<file path="src/rtl/icache_refill_responder.sv">
// icache_refill_responder: fetches one word for an I-cache miss and
// returns the set line with the victim way refilled.
//
// Ports:
//   CLK, RESET (async, active-low)
//   req_valid/req_addr/req_mode/req_line : miss request + set snapshot
//   busy                                 : high whenever not IDLE
//   mem_rd_valid/mem_rd_addr/mem_rd_ready: backing read request
//   mem_rsp_valid/mem_rsp_data/mem_rsp_err: backing read response
//   fill_line/fill_valid/fill_err        : refill result to the cache
//
// Optional: define ICACHE_REFILL_TIMEOUT_EN to abort a refill after
// TIMEOUT_CYCLES cycles in MEM_REQ/MEM_WAIT with a fill_err pulse.

module icache_refill_responder #(
   parameter int unsigned TIMEOUT_CYCLES = 255,
   parameter int unsigned TO_W           = 8
) (
   input  logic         CLK,
   input  logic         RESET,
   input  logic         req_valid,
   input  logic [31:0]  req_addr,
   input  logic [1:0]   req_mode,
   input  logic [108:0] req_line,
   output logic         busy,
   output logic         mem_rd_valid,
   output logic [31:0]  mem_rd_addr,
   input  logic         mem_rd_ready,
   input  logic         mem_rsp_valid,
   input  logic [31:0]  mem_rsp_data,
   input  logic         mem_rsp_err,
   output logic [108:0] fill_line,
   output logic         fill_valid,
   output logic         fill_err
);

   typedef enum logic [1:0] {
      IDLE,
      MEM_REQ,
      MEM_WAIT,
      RESP
   } state_t;

   state_t       state_q;
   state_t       state_d;
   logic [108:0] line_q;
   logic [31:0]  data_q;
   logic         rr_q;

   logic         accept;
   logic         capture;
   logic         fill_d;
   logic         err_d;
   logic         expired;
   logic         both_v;
   logic         vict1;
   logic [19:0]  tag;
   logic [108:0] merged;

   // Byte offset within the word never matters for a word fetch.
   logic         unused_addr_lsb;
   assign unused_addr_lsb = ^req_addr[1:0];

   if (2 ** TO_W <= TIMEOUT_CYCLES) begin : g_bad_cfg
      $error("TO_W too narrow for TIMEOUT_CYCLES");
   end

   // The latched read address doubles as the stored miss tag.
   assign tag = mem_rd_addr[31:12];

`ifdef ICACHE_REFILL_TIMEOUT_EN
   logic [TO_W-1:0] to_q;

   assign expired = (state_q == MEM_REQ || state_q == MEM_WAIT) &&
                    (to_q == TO_W'(TIMEOUT_CYCLES));

   always_ff @(posedge CLK or negedge RESET) begin
      if (!RESET) begin
         to_q <= '0;
      end else if (accept) begin
         to_q <= '0;
      end else if (state_q == MEM_REQ || state_q == MEM_WAIT) begin
         to_q <= to_q + 1'b1;
      end
   end
`else
   assign expired = 1'b0;
`endif

   always_comb begin
      state_d = state_q;
      accept  = 1'b0;
      capture = 1'b0;
      fill_d  = 1'b0;
      err_d   = 1'b0;
      unique case (state_q)
         IDLE: begin
            if (req_valid && req_mode == 2'b01) begin
               accept  = 1'b1;
               state_d = MEM_REQ;
            end
         end
         MEM_REQ: begin
            if (mem_rd_ready) state_d = MEM_WAIT;
         end
         MEM_WAIT: begin
            if (mem_rsp_valid) begin
               if (mem_rsp_err) begin
                  err_d   = 1'b1;
                  state_d = IDLE;
               end else begin
                  capture = 1'b1;
                  state_d = RESP;
               end
            end
         end
         RESP: begin
            fill_d  = 1'b1;
            state_d = IDLE;
         end
         default: state_d = IDLE;
      endcase
      // Expiry beats a response landing in the same cycle.
      if (expired) begin
         capture = 1'b0;
         err_d   = 1'b1;
         state_d = IDLE;
      end
   end

   // Victim: empty way0, else empty way1, else round-robin toggle.
   always_comb begin
      both_v = line_q[53] & line_q[108];
      vict1  = line_q[53] & (~line_q[108] | rr_q);
      merged = line_q;
      if (vict1) begin
         merged[108:54] = {1'b1, 2'b00, tag, data_q};
      end else begin
         merged[53:0] = {1'b1, 1'b0, tag, data_q};
      end
   end

   always_ff @(posedge CLK or negedge RESET) begin
      if (!RESET) begin
         state_q      <= IDLE;
         busy         <= 1'b0;
         mem_rd_valid <= 1'b0;
         mem_rd_addr  <= '0;
         fill_line    <= '0;
         fill_valid   <= 1'b0;
         fill_err     <= 1'b0;
         line_q       <= '0;
         data_q       <= '0;
         rr_q         <= 1'b0;
      end else begin
         state_q      <= state_d;
         busy         <= (state_d != IDLE);
         mem_rd_valid <= (state_d == MEM_REQ);
         fill_valid   <= fill_d;
         fill_err     <= err_d;
         if (accept) begin
            mem_rd_addr <= {req_addr[31:2], 2'b00};
            line_q      <= req_line;
         end
         if (capture) data_q <= mem_rsp_data;
         if (fill_d) begin
            fill_line <= merged;
            if (both_v) rr_q <= ~rr_q;
         end
      end
   end

endmodule

</file>
<file path="config.mk">
export PLATFORM = sky130hd
export DESIGN_NAME = icache_refill_responder
export DESIGN_NICKNAME = d
export VERILOG_FILES = /design/src/rtl/icache_refill_responder.sv
export SDC_FILE = /design/constraint.sdc
export NUM_CORES = 1
export LEC_CHECK = 0
export CAP_MARGIN = 20
export CORE_ASPECT_RATIO = 1.1
export CORE_MARGIN = 10
export CORE_UTILIZATION = 47
export CTS_CLUSTER_DIAMETER = 60
export DETAILED_ROUTE_END_ITERATION = 16
export PLACE_DENSITY = 0.85
export SYNTH_ARGS = -nofsm -noshare
export SYNTH_HDL_FRONTEND = slang
export SYNTH_SLANG_ARGS = --single-unit
</file>
<file path="constraint.sdc">
create_clock -name CLK -period 1.75 [get_ports CLK]
set_clock_uncertainty 0.05 [all_clocks]
set_input_delay 0.175 -clock CLK [delete_from_list [all_inputs] [get_ports CLK]]
set_output_delay 0.175 -clock CLK [all_outputs]
set_load 0.01 [all_outputs]
</file>
======== Word level (Yosys, flattened, before mapping) ========
Index checks and enable logic that the tools add are counted.
word-level totals
  register bits after elaboration ......... 287
  bits of input ports ..................... 181
  output and inout port bits .............. 145
  logic and storage cells ................. 40
operators by class
  mux-type cells .......................... 16
  bitwise operators ....................... 5
  reduce and logical (&&, ||, !) cells .... 4
  equality and inequality tests ........... 5
operator list
  kind                  count
  $mux W55              1
  $mux W54              1
  $mux W1               9
  $mux W2               4
  $pmux W2 S4           1
  $eq A2 B1 Y1 const B  3
  $eq A2 B2 Y1 const B  2
  $and A1 B1 Y1         2
  $logic_not A2 Y1      1
  $not A1 Y1            2
  $reduce_and A2 Y1     1
  $reduce_bool A2 Y1    1
  $logic_and A1 B1 Y1   1
  $or A1 B1 Y1          1

======== Longest topological paths before layout ========
Gate-level depths: netlist of run 1.
  depth after elaboration ................. 5
  gate-level depth with buffers ........... 6
  mapped depth without buffers ............ 4

======== Least setup slack after synthesis of run 1 ========
OpenSTA, ideal clock, no wires.
  path type ............................... flip-flop to flip-flop
  from .................................... reg state_q[0]
  to ...................................... reg line_q[30]
  path buffers ............................ 3
  path slack .............................. 0.179 ns
  clock period less this slack ............ 1.571 ns
  required time ........................... 1.575 ns
  stages on the path, launching flop included .. 7
  arrival ................................. 1.395 ns
  path through ............................ dfrtp_1 > nor2_1 > and4b_1 > buf_6 > buf_6 > buf_6 > mux2_4
on the way
  cells in the longest elaborated chain, start to end .. 2
RTL lines
  what                      line  RTL
  start: declaration        44    state_t state_q;
  start signal: assignment  156   state_q <= state_d;
  $logic_not A2 Y1          96    unique case (state_q)
  $mux W1                   96
  end signal: assignment    163   line_q <= req_line;
  end: declaration          46    logic [108:0] line_q;
No other way between the ends.
A chain may end at the register's enable or synchronous reset.

======== Worst setup path after layout of run 1 ========
  from .................................... reg state_q[0]
  to ...................................... reg mem_rd_addr[9]
on the way
  cells in the longest elaborated chain, start to end .. 2
RTL lines
  what                    line  RTL
  $logic_not A2 Y1        96
  $mux W1                 96
  end signal: assignment  162   mem_rd_addr <= {req_addr[31:2], 2'b00};
  end: declaration        27    output logic [31:0] mem_rd_addr,
No other way between the ends.

==> report_table.html, run 1 <==
<table>
<tr><th>Metric</th><th>Value</th></tr>
<tr><th colspan="2">Synth</th></tr>
<tr><td>Warning count from the yosys run</td><td>0</td></tr>
<tr><td>Register bit count reported by yosys</td><td>approximately 290</td></tr>
<tr><td>Post-synthesis area per instance</td><td>12.2 um2</td></tr>
<tr><td>Number of enable flip-flop cells after synthesis</td><td>0</td></tr>
<tr><td>Netlist cell types</td><td>31</td></tr>
<tr><td>Synthesized netlist cell count</td><td>~1.0k</td></tr>
<tr><td>Share of the synthesized area in the top cell type</td><td>58.9%</td></tr>
<tr><td>Biggest area consumer among synthesized cells</td><td>sky130_fd_sc_hd__dfrtp_1</td></tr>
<tr><td>Fraction of registers with async set/reset</td><td>100%</td></tr>
<tr><td>Post-Syn Area</td><td>12200 um2</td></tr>
<tr><td>Most frequent cells after synthesis</td><td>287 x sky130_fd_sc_hd__dfrtp_1, 113 x sky130_fd_sc_hd__nand2_1, 83 x sky130_fd_sc_hd__mux2_2</td></tr>
<tr><td>Most numerous cell in the Yosys netlist</td><td>sky130_fd_sc_hd__dfrtp_1</td></tr>
<tr><td>Sequential element share of the synthesized area</td><td>roughly three fifths</td></tr>
<tr><td>Top flip-flop cell by instance count after synthesis</td><td>sky130_fd_sc_hd__dfrtp_1</td></tr>
<tr><td>Top post-synthesis cells by area</td><td>sky130_fd_sc_hd__dfrtp_1 59%, sky130_fd_sc_hd__mux2_4 9.6%, sky130_fd_sc_hd__mux2_2 7.7%</td></tr>
<tr><th colspan="2">Final layout</th></tr>
<tr><td>Ratio of cells with drive above 1 in the final layout</td><td>a little over a fifth</td></tr>
<tr><td>Syn-to-layout area delta</td><td>42.3%</td></tr>
<tr><td>Count of inserted antenna diode cells</td><td>0</td></tr>
<tr><td>Design Area, Final</td><td>17300 um2</td></tr>
<tr><td>Final nets</td><td>1510</td></tr>
<tr><th colspan="2">Worst setup path</th></tr>
<tr><td>Critical path type</td><td>register to register</td></tr>
<tr><td>Timing startpoint of the critical path</td><td>state_q[0]</td></tr>
<tr><td>Required time worst endpoint</td><td>roughly 2100 ps</td></tr>
<tr><td>Biggest fanout along the worst timing path</td><td>14</td></tr>
<tr><td>Startpoint of the lowest-slack register-to-register path</td><td>state_q[0]</td></tr>
<tr><td>Reg-to-reg slack, setup</td><td>between 10 and 15 ps</td></tr>
<tr><td>RR Endpoint</td><td>mem_rd_addr[9]</td></tr>
<tr><td>Reg2reg path depth</td><td>5</td></tr>
<tr><td>Type of origin of the critical path</td><td>register</td></tr>
<tr><td>Critical path data arrival time</td><td>approximately 2100 ps</td></tr>
<tr><td>Timing endpoint of the critical path</td><td>mem_rd_addr[9]</td></tr>
<tr><td>Kind of end point of the critical path</td><td>register</td></tr>
<tr><th colspan="2">Global route</th></tr>
<tr><td>First-pass GRT wire length</td><td>roughly 61000 um</td></tr>
<tr><td>Total track usage</td><td>roughly 23%</td></tr>
<tr><td>Number of antenna violations at the first check in global routing</td><td>0</td></tr>
<tr><td>Vias in the first global route</td><td>approximately 10k</td></tr>
<tr><td>Maximum number of pins on one net before global-route repair</td><td>109</td></tr>
<tr><td>Residual overflow from global routing</td><td>0</td></tr>
<tr><th colspan="2">Die</th></tr>
<tr><td>Area inside the core boundary</td><td>between 20000 and 30000 um2</td></tr>
<tr><td>Die Outline Area</td><td>between 30000 and 40000 um2</td></tr>
<tr><td>Vertical extent of the die</td><td>approximately 190 um</td></tr>
<tr><td>Number of I/O pins</td><td>about 330</td></tr>
<tr><td>Rows</td><td>between 60 and 70</td></tr>
<tr><td>Width of the chip</td><td>around 170 um</td></tr>
<tr><td>Starting density of the core</td><td>48.0%</td></tr>
<tr><th colspan="2">STA</th></tr>
<tr><td>Final worst path period need</td><td>approximately 1700 ps</td></tr>
<tr><td>Setup repair after global routing missed its margin</td><td>yes</td></tr>
<tr><td>Final Hold Vio Count</td><td>0</td></tr>
<tr><td>Worst-margin pin slew</td><td>between 500 and 600 ps</td></tr>
<tr><td>Final setup violation count</td><td>0</td></tr>
<tr><td>Count of final max-slew check failures</td><td>0</td></tr>
<tr><td>Highest attainable clock frequency</td><td>roughly 0.57 GHz</td></tr>
<tr><td>Final Worst Setup Slack</td><td>~11 ps</td></tr>
<tr><td>Final cycle utilization of the critical path</td><td>a little under 100%</td></tr>
<tr><td>Rel. slew slack</td><td>about 63%</td></tr>
<tr><th colspan="2">Pwr</th></tr>
<tr><td>Leakage power</td><td>7.41 nW</td></tr>
<tr><td>Power consumption</td><td>between 0.03 and 0.04 W</td></tr>
<tr><td>Peak supply drop</td><td>961 uV</td></tr>
<tr><td>Power density normalized to cell area</td><td>approximately 1800 nW/um2</td></tr>
<tr><th colspan="2">Flow run</th></tr>
<tr><td>Maximum capacitance violations</td><td>0</td></tr>
<tr><th colspan="2">Detailed routing</th></tr>
<tr><td>Avg Vias per Cell</td><td>~5.7</td></tr>
<tr><td>Number of DRC violations after detailed routing</td><td>0</td></tr>
<tr><td>Post-detailed-route count of antenna-violating nets</td><td>0</td></tr>
<tr><td>Overall routed net length</td><td>between 30000 and 40000 um</td></tr>
<tr><td>Length of the first detailed-routing pass in iterations</td><td>8</td></tr>
<tr><td>Number of DRC markers in iteration 0</td><td>950</td></tr>
<tr><td>Wire length per cell after detailed routing</td><td>23.3 um</td></tr>
<tr><td>Via count of the routed design</td><td>9672</td></tr>
<tr><th colspan="2">Place</th></tr>
<tr><td>Setup slack after placement</td><td>-109 ps</td></tr>
<tr><td>Final RePlAce weighted congestion</td><td>between 0.8 and 0.9</td></tr>
<tr><td>Area after detailed placement</td><td>around 16000 um2</td></tr>
<tr><td>Post-DP HPWL</td><td>about 27000 um</td></tr>
<tr><td>Count of input and output buffers</td><td>approximately 320</td></tr>
<tr><th colspan="2">CTS</th></tr>
<tr><td>CTS buffer count</td><td>29</td></tr>
<tr><td>Root Driver</td><td>sky130_fd_sc_hd__clkbuf_16</td></tr>
<tr><td>TritonCTS clock tree</td><td>built</td></tr>
<tr><td>Maximum clock path buffer count</td><td>3</td></tr>
<tr><td>Number of H-tree branching levels</td><td>1</td></tr>
<tr><td>Clk slew on worst S/H paths</td><td>~60 ps</td></tr>
<tr><td>CTS sink count</td><td>287</td></tr>
<tr><td>Clock latency at the later pin of the worst-skew pair</td><td>~540 ps</td></tr>
<tr><th colspan="2">Min path</th></tr>
<tr><td>Min-delay worst type</td><td>input port to asynchronous set/reset pin</td></tr>
<tr><th colspan="2">Outcome</th></tr>
<tr><td>Result of the run</td><td>finished clean</td></tr>
</table>
==> stage by stage <==
step           instances  utilization (%)  hold WS, ps  TNS [ps]
4_1_cts             1690             67.6         97.1         0
5_1_grt             1695             68.3          108     -1080
2_1_floorplan       1001                -         -171         0
6_report            1695             68.3         98.6         0
3_5_place_dp        1631             63.5         67.1     -7340
3_3_place_gp        1631             63.5         74.7     -4860
==> where the power goes <==
group / switching, W / internal [W]
Sequential: 0.00225 / 0.00989
Combinational: 0.00587 / 0.00673
Clock: 0.00253 / 0.00380
==> kinds of logic (layout without fill, tap and decap cells) <==
| family | count (synthesis) | count (layout) | share of synthesized area (%) |
|---|---|---|---|
| other | 1 | 2 | 0.0308 |
| XOR/XNOR | 1 | 1 | 0.0718 |
| AO/OA/AOI/OAI | 213 | 213 | 10.3 |
| buffers and inverters | 94 | 442 | 3.86 |
| multiplexers | 171 | 171 | 18.2 |
| flip-flops | 287 | 287 | 58.9 |
| AND/OR/NAND/NOR | 233 | 233 | 8.61 |
==> layout make-up <==
class / count / area, um2
multi-input cells: 620 / 4650
flip-flops and latches: 287 / 7190
repair buffers: 388 / 4090
clock buffers: 43 / 858
inverters: 3 / 13.8
fillers: 1754 / 8070
clock inverters: 8 / 118
well taps: 346 / 433
==> how the worst min path moves through the flow <==
stage	end	cells past startpoint
CTS	fill_line[53]	2
global placement	fill_line[53]	1
finish	fill_line[93]	2
floorplan	busy	0
global route	fill_line[93]	2
detailed placement	fill_line[53]	1
==> flip-flops by register name (all words and copies together), names as in the netlist <==
| name | count |
|---|---|
| fill_line | 109 |
| line_q | 109 |
| data_q | 32 |
| mem_rd_addr | 30 |
| state_q | 2 |
| busy | 1 |
| fill_err | 1 |
| fill_valid | 1 |
| mem_rd_valid | 1 |
| rr_q | 1 |
==> metal layers <==
layer / vias to the layer above / share of wire [%] / GRT usage [%]
li1: 4230 / - / -
met1: 4854 / 39 / 27.9
met2: 512 / 49 / 39.1
met3: 76 / 9.7 / 7.04
met4: 0 / 2.6 / 6.15
met5: - / 0 / 0
==> cell usage in the layout, fill, tap and decap left out, drive strengths merged, types with 2 or more instances in the layout <==
cell and n:
nand2b 2, clkinv 4, a21oi 52, nand3 2, nand3b 2, bufinv 3, dlymetal6s2s 9, a31oi 52
o211ai 52, dfrtp 287, mux2 171, clkbuf 46, buf 64, o21ai 57, conb 2, dlygate4sd2 14
nor2 55, nand4 52, clkdlybuf4s50 297, nand2 113, inv 3
==> timing repair <==
action | 4_1_cts | 5_1_grt
cloned | 0 | 3
hold buffers | 1 | 0
pin swaps | 0 | 1
endpoints found under the setup margin | 22 | 98
resized for setup | 16 | 26
hold endpoints to repair | 287 | 0
buffers inserted | 7 | 2
==> critical path, stage by stage (launching register included) <==
cell and delay [ps]:
sky130_fd_sc_hd__dfrtp_2 440, sky130_fd_sc_hd__nor2_2 90, sky130_fd_sc_hd__and4b_4 330, sky130_fd_sc_hd__buf_12 180, sky130_fd_sc_hd__buf_12 160, sky130_fd_sc_hd__mux2_2 350
No activity file was read; power rests on OpenSTA's default activity.
==> run 2, diff against run 1 <==
Settings changed: HOLD_SLACK_MARGIN from default to 0.02.
==> results of run 2 <==
Final layout, timing and power as in run 1 (identical DEF).
